## src/rtl/seg_pkg.sv

```systemverilog
// Shared seven-segment constants and the segment vector type.
package seg_pkg;

  typedef logic [6:0] seg_t;  // seg[0]=a ... seg[6]=g, active-high

  localparam seg_t SEG_0     = 7'h3F;
  localparam seg_t SEG_1     = 7'h06;
  localparam seg_t SEG_2     = 7'h5B;
  localparam seg_t SEG_3     = 7'h4F;
  localparam seg_t SEG_4     = 7'h66;
  localparam seg_t SEG_5     = 7'h6D;
  localparam seg_t SEG_6     = 7'h7D;
  localparam seg_t SEG_7     = 7'h07;
  localparam seg_t SEG_8     = 7'h7F;
  localparam seg_t SEG_9     = 7'h6F;
  localparam seg_t SEG_DASH  = 7'h40;
  localparam seg_t SEG_BLANK = 7'h00;

endpackage

```

## src/rtl/bcd_to_7seg.sv

```systemverilog
// Combinational BCD to seven-segment decoder; codes 10..15 show a dash.
module bcd_to_7seg
  import seg_pkg::*;
(
  input  logic [3:0] bcd,
  output seg_t       seg
);

  // Plain lookup; anything outside 0..9 is flagged visibly as a dash.
  always_comb begin
    seg = SEG_DASH;
    case (bcd)
      4'd0: seg = SEG_0;
      4'd1: seg = SEG_1;
      4'd2: seg = SEG_2;
      4'd3: seg = SEG_3;
      4'd4: seg = SEG_4;
      4'd5: seg = SEG_5;
      4'd6: seg = SEG_6;
      4'd7: seg = SEG_7;
      4'd8: seg = SEG_8;
      4'd9: seg = SEG_9;
      default: seg = SEG_DASH;
    endcase
  end

endmodule

```

## src/rtl/bcd_scan_display.sv

```systemverilog
// Time-multiplexed seven-segment scanner with per-frame digit snapshot.
// Optional feature macro: LEADING_ZERO_BLANK_EN (blank leading zero digits).
module bcd_scan_display
  import seg_pkg::*;
#(
  parameter int DIGITS   = 4,
  parameter int PRESCALE = 1000
) (
  input  logic                        clk,
  input  logic                        rst,
  input  logic [4*DIGITS-1:0]         bcd,
  input  logic                        en,
  output seg_t                        seg,
  output logic [DIGITS-1:0]           an,
  output logic [$clog2(DIGITS)-1:0]   digit_idx
);

  localparam int PW = (PRESCALE > 1) ? $clog2(PRESCALE) : 1;
  localparam int IW = $clog2(DIGITS);
  localparam logic [DIGITS-1:0] AN_ONE = DIGITS'(1);

  logic [PW-1:0]             pre;
  logic [DIGITS-1:0][3:0]    snap;
  logic                      tick;
  logic                      last_digit;
  seg_t                      dec;
  seg_t                      seg_next;

  assign tick       = (pre == PW'(PRESCALE - 1));
  assign last_digit = (digit_idx == IW'(DIGITS - 1));

  // Prescaler, digit rotation and frame-boundary snapshot of the digit bus.
  always_ff @(posedge clk or negedge rst) begin
    if (!rst) begin
      pre       <= '0;
      digit_idx <= '0;
      snap      <= '0;
    end else if (tick) begin
      pre       <= '0;
      digit_idx <= last_digit ? '0 : digit_idx + IW'(1);
      if (last_digit) snap <= bcd;
    end else begin
      pre <= pre + PW'(1);
    end
  end

  bcd_to_7seg u_dec (
    .bcd (snap[digit_idx]),
    .seg (dec)
  );

`ifdef LEADING_ZERO_BLANK_EN
  logic [DIGITS-1:0] blank;

  // blank[i]: digit i and every digit above it are zero; digit 0 never blanks.
  always_comb begin
    blank = '0;
    blank[DIGITS-1] = (snap[DIGITS-1] == 4'd0);
    for (int i = DIGITS - 2; i >= 1; i--)
      blank[i] = blank[i+1] && (snap[i] == 4'd0);
  end

  assign seg_next = blank[digit_idx] ? SEG_BLANK : dec;
`else
  assign seg_next = dec;
`endif

  // Registered drive; disabling only blanks, the scan keeps running.
  always_ff @(posedge clk or negedge rst) begin
    if (!rst) begin
      seg <= SEG_BLANK;
      an  <= '0;
    end else if (en) begin
      seg <= seg_next;
      an  <= AN_ONE << digit_idx;
    end else begin
      seg <= SEG_BLANK;
      an  <= '0;
    end
  end

endmodule

```

## config.mk

```make
export PLATFORM = sky130hd
export DESIGN_NAME = bcd_scan_display
export DESIGN_NICKNAME = d
export VERILOG_FILES = /design/src/rtl/seg_pkg.sv /design/src/rtl/bcd_to_7seg.sv /design/src/rtl/bcd_scan_display.sv
export SDC_FILE = /design/constraint.sdc
export NUM_CORES = 1
export LEC_CHECK = 0
export CAP_MARGIN = 0
export CORE_MARGIN = 2
export CORE_UTILIZATION = 56
export CTS_CLUSTER_DIAMETER = 200
export DETAILED_ROUTE_END_ITERATION = 8
export PLACE_DENSITY = 0.84
export SETUP_SLACK_MARGIN = 0.15
export SYNTH_ARGS = -nofsm -noshare
export SYNTH_HDL_FRONTEND = slang
export SYNTH_SLANG_ARGS = --single-unit
export TNS_END_PERCENT = 20
```

## constraint.sdc

```tcl
create_clock -name clk -period 3.4 [get_ports clk]
set_input_delay 1.02 -clock clk [delete_from_list [all_inputs] [get_ports clk]]
set_output_delay 1.02 -clock clk [all_outputs]
set_load 0.005 [all_outputs]
```

==> flow_metrics.py <==
metrics = {
    "critical_path": {
        "critPathRequiredTime_ns": 2.38,
        "r2r_cells": 7,
        "crit_arrival_ns": 1.52,
        "crit_type": "flop to output pin",
        "path_depth": 1,
        "crit_slowest_cell": "dfrtp_1",
        "path_delay_family": "flip-flops",
        "worstPathCellList": "clkdlybuf4s50_1",
        "timing.critical_path.buf_inv": 1,
        "cp-end-kind": "output pin",
        "start_kind": "flop",
        "worstPathMaxFanout": 9,
        "slowest_delay_ns": 0.59,
    },
    "grt": {
        "grt_overflow_total": 0,
        "grt_pass1_wl_um": 5840,
        "grt_pass1_vias": 1208,
        "gr-usage-all-layers_pct": 19.7,
        "antenna_found_initial": 0,
        "grt_max_degree": 40,
    },
    "route": {
        "wl_per_cell_um": 15.2,
        "drtIter0Drc": 62,
        "drt_drc_violations_left": 0,
        "viasPerCell": 5.40,
        "ant_nets": 0,
        "drtPass1Iterations": 5,
        "vias": 1221,
        "wl_um": 3450,
    },
    "clocking": {
        "cts_hold_buf": 0,
        "cts_resized": 0,
        "postCtsSetupRepairBufs": 0,
        "clock_sinks": 39,
        "path_clk_slew_ns": 0.10,
        "cts_tree": "done",
        "htree_num_levels": 2,
        "clockBufferDepth": 2,
        "numCtsBuffers": 5,
        "root_buffer": "clkbuf_4",
        "clk_latency_ns": 0.34,
    },
    "power": {
        "comb_power_share_pct": 10.9,
        "power_switching_mw": 0.178,
        "internal-power_mw": 0.604,
        "powerDensity_nw_per_um2": 343,
        "peakVddDrop_uv": 183,
        "clkPwrFrac_pct": 27.0,
        "p_sw_share_pct": 22.7,
        "p_seq_share_pct": 62.2,
        "leakage_nw": 1.07,
    },
    "layout": {
        "multi_input_area_um2": 866,
        "fill_cells": 253,
        "final_util_pct": 69.4,
        "syn2layout_area_growth_pct": 19.9,
        "ff_latch_area_um2": 976,
        "instances_no_fill": 226,
        "drive_gt1_share_pct": 17.8,
        "final_nets": 210,
        "diodes": 0,
    },
    "floorplan": {
        "row_count": 21,
        "die-area_um2": 3880,
        "fp.dieW_um": 62.3,
        "start_util_pct": 57.9,
        "die_h_um": 62.3,
        "num_io_pins": 32,
        "core_um2": 3280,
    },
    "yosys": {
        "synth_fp_nets": 176,
        "ys_seq_area_share_pct": 51.3,
        "syn-cell-area_um2": 1900,
        "synth_edf_count": 0,
        "synthArstFlopShare_pct": 100,
        "synth_compound_area_share_pct": 5.27,
        "synth_seq_cells": 39,
        "synthXorXnorAreaFrac_pct": 1.84,
        "synth_area_leader_cell": "dfrtp_1",
        "synth_cells": 147,
        "ys_types": 35,
        "synthTopCellsByArea": "dfrtp_1 51%, mux2_4 7.9%, ha_1 6.6%",
        "synth_adder_area_share_pct": 6.58,
        "synth_ff_type": "dfrtp_1",
        "synth_mux_area_share_pct": 19.9,
        "yosys.area_share.simple_pct": 11.9,
        "synth_top_area_share_pct": 51.3,
        "synth_top_family_by_area": "multiplexers",
        "yosysWarnings": 0,
        "synth.avg_cell_area_um2": 12.9,
    },
    "timing": {
        "finalHoldViolations": 0,
        "finClkSkew_ns": 0.00916,
        "tightest_slew_ns": 0.846,
        "max_freq_mhz": 393,
        "slew_viol_final": 0,
        "maxSlewHeadroom_pct": 43.6,
        "final-setup-viol-count": 0,
        "period_share_pct": 74.8,
        "tns_ns": 0,
        "rsz0062_at_grt": "false",
        "fin_crit_ns": 2.54,
    },
    "worst_hold_path": {
        "hold_depth": 1,
        "holdCritPathClass": "flop to flop",
    },
    "place": {
        "portBuffers": 31,
        "routabilityCongestion": 0.801,
        "dp_cells": 220,
        "hpwl_um": 2540,
    },
    "run_status": {
        "outcome": "complete, no violations",
    },
    "flow_run": {
        "drv_cap": 0,
    },
}
## metal layers
layer	part of all wire, %	vias to the layer above	GRT usage, %
met2	51	42	33.2
li1	-	569	-
met4	1.9	0	7.50
met3	4.6	7	5.98
met5	0	-	0
met1	43	603	24.1
## path summary, 6_finish.rpt
path / from / to / slack [ns]
worst max-delay path: digit_idx[0] / digit_idx[0] / 0.86
worst min-delay path: pre[0] / pre[0] / 0.46
worst max register to register: digit_idx[0] / seg[4] / 1.17
worst min register to register: pre[0] / pre[0] / 0.46
max in group asynchronous: rst / snap[9] / 2.10
min in group asynchronous: rst / seg[1] / 0.77
## power groups by stage
stage	combinational (mW)	sequential, mW	clock, mW
3_3_place_gp	0.0810	0.495	0
2_1_floorplan	0.0359	0.494	0
5_1_grt	0.0929	0.488	0.242
3_5_place_dp	0.0855	0.495	0
4_1_cts	0.0862	0.486	0.216
6_report	0.0849	0.486	0.211
## registers in the layout (all words and copies together), names as in the netlist
name / count
digit_idx: 2
seg: 7
snap: 16
an: 4
pre: 10
## through the flow
step / hold slack (ns) / cell area [um^2] / setup slack [ns] / total power, mW
floorplan: 0.425 / 1900 / 1.37 / 0.530
global placement: 0.439 / 2240 / 1.22 / 0.576
detailed placement: 0.451 / 2240 / 1.15 / 0.581
CTS: 0.465 / 2280 / 0.820 / 0.789
global route: 0.492 / 2280 / 0.729 / 0.823
finish: 0.463 / 2280 / 0.856 / 0.782
## synthesized netlist by cell type, types with 2 or more instances
cell	instances
dfrtp_1	39
ha_1	10
mux2_4	10
inv_1	9
nand2_1	7
o21ai_0	7
and2_1	6
mux2_2	6
mux2i_1	6
nor2_1	6
a21oi_1	5
mux4_2	4
nand3_1	3
buf_2	2
nand2b_1	2
nor2b_1	2
o21a_1	2
or3_1	2
xnor2_1	2
xor2_1	2
## cells by family (layout without fill, tap and decap cells)
kind of cell               after synthesis  count (layout)
buffers and inverters                   13              46
muxes                                   27              27
DFF                                     39              39
and+or+nand+nor                         37              37
adders and majority gates               10              10
AOI/OAI and AO/OA                       17              17
xor gates and xnor gates                 4               4
## placed cells by master, fill, tap and decap left out, drive strengths merged, types with 2 or more instances in the layout
cell,instances
dfrtp,39
nor2,6
or2,2
nand4,2
inv,9
mux4,4
or3,2
o21a,2
xor2,2
clkbuf,6
mux2i,6
clkdlybuf4s50,30
o21ai,7
nor2b,2
nand2,8
xnor2,2
and2,6
ha,10
mux2,17
a21oi,5
nand3,3
nand2b,2
## layout make-up
type	count	area share, %
clock buffer	6	1.81
inverter	9	1.48
multi-input combinational	95	38.0
sequential	39	42.8
tap	46	2.52
timing repair buffer	31	13.4
Note: power is estimated with default switching activity, not from simulation.
